[src/rtl/sequenciador_ram64_pkg.sv]
// Shared widths and FSM state encoding for the 64 x 16-bit RAM burst sequencer.
package pacote_ram64;

  localparam int LARGURA_DADOS = 16;
  localparam int LARGURA_END   = 6;
  localparam int PROFUNDIDADE  = 64;

  typedef enum logic [2:0] {
    OCIOSO  = 3'd0,
    ESCRITA = 3'd1,
    LEITURA = 3'd2,
    DRENO   = 3'd3,
    FIM     = 3'd4
  } estado_t;

endpackage

[src/rtl/sequenciador_ram64_contador_endereco.sv]
// Burst address register (load / increment with natural wrap) plus remaining-word down-counter.
module contador_endereco #(
  parameter int LARGURA_END = 6
) (
  input  logic                   i_clk,
  input  logic                   i_rst_n,
  input  logic                   i_carregar,
  input  logic                   i_avancar,
  input  logic [LARGURA_END-1:0] i_endereco,
  input  logic [LARGURA_END:0]   i_comprimento,
  output logic [LARGURA_END-1:0] o_endereco,
  output logic [LARGURA_END:0]   o_restante
);

  logic [LARGURA_END-1:0] r_endereco;
  logic [LARGURA_END:0]   r_restante;
  logic [LARGURA_END:0]   w_comp_sat;

  // Any length with the top bit set means "more than the depth": clamp to a full sweep.
  assign w_comp_sat = i_comprimento[LARGURA_END] ? {1'b1, {LARGURA_END{1'b0}}} : i_comprimento;

  always_ff @(posedge i_clk or negedge i_rst_n) begin
    if (!i_rst_n) begin
      r_endereco <= '0;
      r_restante <= '0;
    end else if (i_carregar) begin
      r_endereco <= i_endereco;
      r_restante <= w_comp_sat;
    end else if (i_avancar) begin
      r_endereco <= r_endereco + 1'b1;
      r_restante <= r_restante - 1'b1;
    end
  end

  assign o_endereco = r_endereco;
  assign o_restante = r_restante;

endmodule

[src/rtl/sequenciador_ram64.sv]
// Initiator-side burst sequencer for minha_ram64: one read/write burst per request, with wrap.
// Handshakes: a word moves on a rising edge where both valid and ready are high; valid never depends on ready.
module sequenciador_ram64 #(
  parameter int LARGURA_DADOS = pacote_ram64::LARGURA_DADOS,
  parameter int LARGURA_END   = pacote_ram64::LARGURA_END
) (
  input  logic                     clock_principal,
  input  logic                     reset_principal_n,
  input  logic                     req_valido,
  output logic                     req_pronto,
  input  logic                     req_escrita,
  input  logic [LARGURA_END-1:0]   req_endereco,
  input  logic [LARGURA_END:0]     req_comprimento,
  input  logic                     wdados_valido,
  input  logic [LARGURA_DADOS-1:0] wdados,
  output logic                     wdados_pronto,
  output logic                     rdados_valido,
  output logic [LARGURA_DADOS-1:0] rdados,
  input  logic                     rdados_pronto,
  output logic [LARGURA_END-1:0]   ram_endereco,
  output logic [LARGURA_DADOS-1:0] ram_dados_entrada,
  output logic                     ram_write,
  input  logic [LARGURA_DADOS-1:0] ram_dados_saida,
  output logic                     ocupado,
  output logic                     concluido,
  output pacote_ram64::estado_t    o_estado_dbg
);

  import pacote_ram64::*;

  localparam logic [LARGURA_END:0] ULTIMA = {{LARGURA_END{1'b0}}, 1'b1};

  estado_t                  r_estado;
  logic [LARGURA_DADOS-1:0] r_rdados;
  logic                     r_rdados_valido;
  logic                     r_concluido;

  logic [LARGURA_END-1:0]   w_endereco;
  logic [LARGURA_END:0]     w_restante;
  logic                     w_carregar;
  logic                     w_escreve;
  logic                     w_captura;
  logic                     w_avancar;

  assign w_carregar = (r_estado == OCIOSO) && req_valido;
  assign w_escreve  = (r_estado == ESCRITA) && wdados_valido;
  // The output buffer refills whenever it is empty or being drained this cycle.
  assign w_captura  = (r_estado == LEITURA) && (!r_rdados_valido || rdados_pronto);
  assign w_avancar  = w_escreve || w_captura;

  contador_endereco #(
    .LARGURA_END (LARGURA_END)
  ) u_contador (
    .i_clk         (clock_principal),
    .i_rst_n       (reset_principal_n),
    .i_carregar    (w_carregar),
    .i_avancar     (w_avancar),
    .i_endereco    (req_endereco),
    .i_comprimento (req_comprimento),
    .o_endereco    (w_endereco),
    .o_restante    (w_restante)
  );

  always_ff @(posedge clock_principal or negedge reset_principal_n) begin
    if (!reset_principal_n) begin
      r_estado        <= OCIOSO;
      r_rdados        <= '0;
      r_rdados_valido <= 1'b0;
      r_concluido     <= 1'b0;
    end else begin
      r_concluido <= 1'b0;
      case (r_estado)
        OCIOSO: begin
          if (req_valido) begin
            if (req_comprimento == '0) begin
              r_estado    <= FIM;
              r_concluido <= 1'b1;
            end else begin
              r_estado <= req_escrita ? ESCRITA : LEITURA;
            end
          end
        end
        ESCRITA: begin
          if (wdados_valido && (w_restante == ULTIMA)) begin
            r_estado    <= FIM;
            r_concluido <= 1'b1;
          end
        end
        LEITURA: begin
          if (w_captura) begin
            r_rdados        <= ram_dados_saida;
            r_rdados_valido <= 1'b1;
            if (w_restante == ULTIMA) r_estado <= DRENO;
          end else if (rdados_pronto) begin
            r_rdados_valido <= 1'b0;
          end
        end
        DRENO: begin
          if (r_rdados_valido && rdados_pronto) begin
            r_rdados_valido <= 1'b0;
            r_estado        <= FIM;
            r_concluido     <= 1'b1;
          end
        end
        FIM:     r_estado <= OCIOSO;
        default: r_estado <= OCIOSO;
      endcase
    end
  end

  assign req_pronto        = (r_estado == OCIOSO);
  assign ocupado           = (r_estado != OCIOSO);
  assign wdados_pronto     = (r_estado == ESCRITA);
  assign ram_write         = w_escreve;
  assign ram_endereco      = w_endereco;
  assign ram_dados_entrada = wdados;
  assign rdados            = r_rdados;
  assign rdados_valido     = r_rdados_valido;
  assign concluido         = r_concluido;
  assign o_estado_dbg      = r_estado;

endmodule
[config.mk]
export PLATFORM = sky130hd
export DESIGN_NAME = sequenciador_ram64
export DESIGN_NICKNAME = d
export VERILOG_FILES = /design/src/rtl/sequenciador_ram64_pkg.sv /design/src/rtl/sequenciador_ram64_contador_endereco.sv /design/src/rtl/sequenciador_ram64.sv
export SDC_FILE = /design/constraint.sdc
export NUM_CORES = 1
export LEC_CHECK = 0
export ABC_AREA = 1
export CORE_MARGIN = 2
export CORE_UTILIZATION = 44
export DETAILED_ROUTE_END_ITERATION = 8
export PLACE_DENSITY = 0.86
export SLEW_MARGIN = 20
export SYNTH_ARGS = -nofsm -noshare
export SYNTH_HDL_FRONTEND = slang
export SYNTH_SLANG_ARGS = --single-unit
[constraint.sdc]
create_clock -name clock_principal -period 3.6 [get_ports clock_principal]
set_input_delay 0.72 -clock clock_principal [delete_from_list [all_inputs] [get_ports clock_principal]]
set_output_delay 0.72 -clock clock_principal [all_outputs]
set_load 0.02 [all_outputs]
# [Word level (Yosys, flattened, before mapping)]
# Cells that the tools add are included.
[word_totals] regBits=34 latchBits=0 mem_bits_rw=0 romBits=0 inputBits=51 out_inout_bits=47 word_cells=56 memories=0
[classes] add_sub_neg=2 mul=0 n_div=0 magnitude_cmp=0 eq_ne=10 shift=0 mux=22 n_bitwise=0 n_reduce_logical=16
[op_table] operator="$mux W7" n=3
[op_table] operator="$mux W3" n=6
[op_table] operator="$mux W6" n=2
[op_table] operator="$pmux W3 S4" n=1
[op_table] operator="$eq A7 B1 Y1 const B" n=1
[op_table] operator="$logic_not A7 Y1" n=1
[op_table] operator="$mux W1" n=7
[op_table] operator="$sub A7 B1 Y7 const B" n=1
[op_table] operator="$add A6 B1 Y6 const B" n=1
[op_table] operator="$eq A3 B2 Y1 const B" n=2
[op_table] operator="$ne A2 B2 Y1 const B" n=3
[op_table] operator="$logic_and A1 B1 Y1" n=5
[op_table] operator="$reduce_and A5 Y1" n=1
[op_table] operator="$ne A2 B1 Y1 const B" n=2
[op_table] operator="$reduce_bool A2 Y1" n=2
[op_table] operator="$eq A3 B1 Y1 const B" n=1
[op_table] operator="$logic_not A3 Y1" n=1
[op_table] operator="$ne A3 B3 Y1 const B" n=1
[op_table] operator="$pmux W1 S3" n=1
[op_table] operator="$reduce_and A3 Y1" n=1
[op_table] operator="$reduce_bool A3 Y1" n=1
[op_table] operator="$logic_or A1 B1 Y1" n=2
[op_table] operator="$mux W2" n=1
[op_table] operator="$pmux W1 S2" n=1
[op_table] operator="2 further kinds" n=2

# [Longest topological paths before layout]
[logic_depth] word_depth=6 mapped_depth=9 mapped_depth_nobuf=9

# [Modules after synthesis]
# Synthesis repeated with hierarchy kept, for this count alone.
[hier_totals] cells_unflattened=223 hier_area_um2=1995.7
[by_module_without_submodules] module="sequenciador_ram64" n_inst=1 cells_each=114 area_each_um2=1159.9 seq_area_each_um2=525.5
[by_module_without_submodules] module="contador_endereco" n_inst=1 cells_each=109 area_each_um2=835.8 seq_area_each_um2=325.3

# [Worst setup path before layout]
# No wires, ideal clock.
[synth_timing] path_type="reg-to-output" start="reg r_estado[0], in the netlist o_estado_dbg[0]" end="out wdados_pronto" t_arrival_ps=1165 required_ps=2880 path_slack_ps=1715 path_stages_with_launch=3 path_buffers=0 path_cell_list="dfrtp_1 -> inv_2 -> nor3_1"
[synth_between] elab_chain_len=1
[synth_rtl] item="start, declared" line="sequenciador_ram64.sv:33" text="estado_t r_estado;"
[synth_rtl] item="start signal, assigned" line="sequenciador_ram64.sv:79" text="r_estado <= req_escrita ? ESCRITA : LEITURA;"
[synth_rtl] item="$eq A3 B1 Y1" line="sequenciador_ram64.sv:113" text="assign wdados_pronto = (r_estado == ESCRITA);"
[synth_rtl] item="end, declared" line="sequenciador_ram64.sv:16" text="output logic wdados_pronto,"
# Every way passes these cells.

# [Final worst setup path]
[layout_timing] start="in wdados_valido" end="out ram_write"
[layout_between] elab_chain_len=1
[layout_rtl] item="start, declared" line="sequenciador_ram64.sv:14" text="input logic wdados_valido,"
[layout_rtl] item="$logic_and A1 B1 Y1" line="sequenciador_ram64.sv:46" text="assign w_escreve = (r_estado == ESCRITA) && wdados_valido;"
[layout_rtl] item="end, declared" line="sequenciador_ram64.sv:22" text="output logic ram_write,"
# Every way passes these cells.

==> results.yml <==
route:
  first_pass_iters: 4
  vias: 1846
  finalWirelength_um: 4520
  vias_per_cell: 4.99
  routedWlPerCell_um: 12.2
  drt_drc_violations_left: 0
  drt_iter0_markers: 146
  ant_nets: 0
floorplan:
  die_h_um: 71.4
  die-area_um2: 5090
  num_rows: 24
  io_pins: 98
  start_util: 0.459
  chipWidth_um: 71.4
  coreArea_um2: 4350
sta:
  maxSlewHeadroom: 0.710
  final-hold-violation-count: 0
  setup_violations: 0
  skew_ps: 6.12
  maxSlewViolCount: 0
  min_period_over_period: 0.777
  grt_setup_unrepaired: "no"
  finalCriticalPeriod_ps: 2800
  setup_tns_ps: 0
  fin_ws_ps: 804
  fmax_mhz: 358
  worstMarginPinSlew_ps: 435
global_route:
  grt.overflow.total: 0
  grt_max_degree: 35
  antenna_found_initial: 0
  track_usage: 0.191
  grt_pass1_wl_um: 7680
  grt_pass1_vias: 1749
synthesis:
  ys_seq_area_frac: 0.426
  yosysUniqueCellTypes: 22
  synth_ff_type: "dfrtp_1"
  async_flop_share: 1.00
  synth_top_area_cell: "dfrtp_1"
  syn_nets: 319
  yosys-top-cells-count: "nand2_1, dfrtp_1, inv_1"
  synthTopCellsByArea: "dfrtp_1, nand2_1, buf_4, nand3_1, inv_1"
  yosys_warnings: 0
  synth_cells: 265
  synth_edf_count: 0
  synth.cell_area_um2: 2000
  yosysMostFrequentCell: "nand2_1"
  synth_area_per_cell_um2: 7.54
  yosys.area.top_type_share: 0.426
  synth-seq-cells: 34
critical_path:
  cpMostUsedCell: "clkdlybuf4s50_1"
  crit_required_ps: 2880
  worstRegToRegCells: 6
  critPathLaunchType: "primary input"
  ff2ff_setup_slack_ps: 1990
  cp_slowest_stage_delay_ps: 610
  worst-path-max-fanout: 3
  regToRegStartpoint: "o_estado_dbg[1]"
  cp_slowest_cell: "clkdlybuf4s50_1"
  path_class: "primary input to output port"
  timing.rr.end: "u_contador.o_endereco[4]"
  crit_chain: "clkdlybuf4s50_1 > nand3_1 > inv_1 > clkdlybuf4s50_1"
  crit_arrival_ps: 2080
  cp-end-kind: "output port"
clock_network:
  postCtsSetupBuffers: 0
  postCtsHoldBufs: 0
  h-tree-depth: 2
  clock_latency_ps: 290
  cts_buffers: 5
  post_cts_resized: 0
  clock-sinks: 34
  clock_path_buffers: 2
  cts_tree: "done"
  cts-root-buf: "clkbuf_8"
  clk_pin_slew_worst_paths_ps: 70
power:
  clkPwrFrac: 0.128
  p_int_mw: 1.26
  p_sw_frac: 0.452
  power.share.combinational: 0.566
  leakage_nw: 1.31
  switchingPower_mw: 1.04
  vdd.ir_drop.worst_mv: 0.327
  power.density_nw_per_um2: 866
  power_frac_seq: 0.307
final_layout:
  fillCellCount: 368
  drive_above_1_share: 0.0755
  final_cells: 370
  antenna_cells: 0
  areaGrowthSynthToFinish_pct: 33.0
  multi_input_area_um2: 875
  postLayoutCellArea_um2: 2660
  nNetsFinal: 371
  register_area_um2: 851
placed_design:
  numPortBuffers: 65
  place_area_um2: 2560
  dp.cells: 362
  place.gp.congestion: 0.870
  hpwl_um: 3350
  place_ws_ps: 796
worst_hold_path:
  min_to: "rdados[7]"
  hold_class: "flop to flop"
  worstHoldPathCells: 2
  min_from: "rdados[7]"
flow_run:
  drv_cap: 0
status:
  status: "finished clean"
==> metal layers <==
| metal | wire, µm | GRT usage |
|---|---|---|
| met1 | 1980 | 0.237 |
| met2 | 2090 | 0.301 |
| met3 | 361 | 0.0689 |
| met4 | 80 | 0.0797 |
| met5 | 0 | 0 |
==> worst max-delay path: cells and delay by family <==
family	cells	cell delay, ps
simple gates	1	170
buf+inv	3	1190
==> cell usage in the layout (no fill, tap or decap) <==
cell type and n:
nand2_1 98, clkdlybuf4s50_1 65, dfrtp_1 34, inv_1 27, nand3_1 22, nor2_1 21, o21ai_0 10, nand4_1 8
clkbuf_8 6, inv_2 4, a31oi_2 4, nor2_4 3, nand3_4 3, ha_1 3, a21oi_1 2, nor3_1 1
nand3_2 1, o211ai_1 1, or2_2 1, o21ai_1 1, clkbuf_1 1, clkinv_2 1, buf_4 1
==> power groups by stage <==
stage / combinational, mW / clock (mW) / sequential (mW)
6_report: 1.30 / 0.293 / 0.706
2_1_floorplan: 0.711 / 0 / 0.852
3_3_place_gp: 1.27 / 0 / 0.699
4_1_cts: 1.31 / 0.300 / 0.704
5_1_grt: 1.45 / 0.320 / 0.730
3_5_place_dp: 1.31 / 0 / 0.709
==> cell families (layout without fill, tap and decap cells) <==
family | Yosys count | in the layout | share of synthesized area
simple gates | 158 | 158 | 0.358
fa+ha+maj | 3 | 3 | 0.0188
buf+inv | 52 | 105 | 0.136
flops | 34 | 34 | 0.426
compound gates | 18 | 18 | 0.0614
==> through the flow <==
step	util	power, mW	hold WS, ps
floorplan	-	1.56	424
global placement	0.589	1.97	460
CTS	0.610	2.31	483
finish	0.610	2.30	479
global route	0.610	2.50	513
detailed placement	0.589	2.01	465
==> worst max path at each step <==
stage	to	cells after the start	startpoint	slack, ps
final	ram_write	4	wdados_valido	800
after detailed placement	ram_write	4	wdados_valido	800
after floorplan	wdados_pronto	2	o_estado_dbg[0]	1720
after global routing	ram_write	4	wdados_valido	750
after global placement	ram_write	4	wdados_valido	800
after CTS	ram_write	4	wdados_valido	790
==> layout make-up <==
class / count / area share
clock inverter: 1 / 0.00188
sequential: 34 / 0.320
tap: 52 / 0.0245
timing repair buffer: 66 / 0.248
inverter: 31 / 0.0438
clock buffer: 7 / 0.0325
multi-input combinational: 179 / 0.329
==> sequential cells by signal (all words and copies together), names as in the netlist <==
register / cells
concluido: 1
o_estado_dbg: 3
rdados: 16
rdados_valido: 1
u_contador.o_endereco: 6
u_contador.o_restante: 7
No activity file was read; power rests on OpenSTA's default activity.
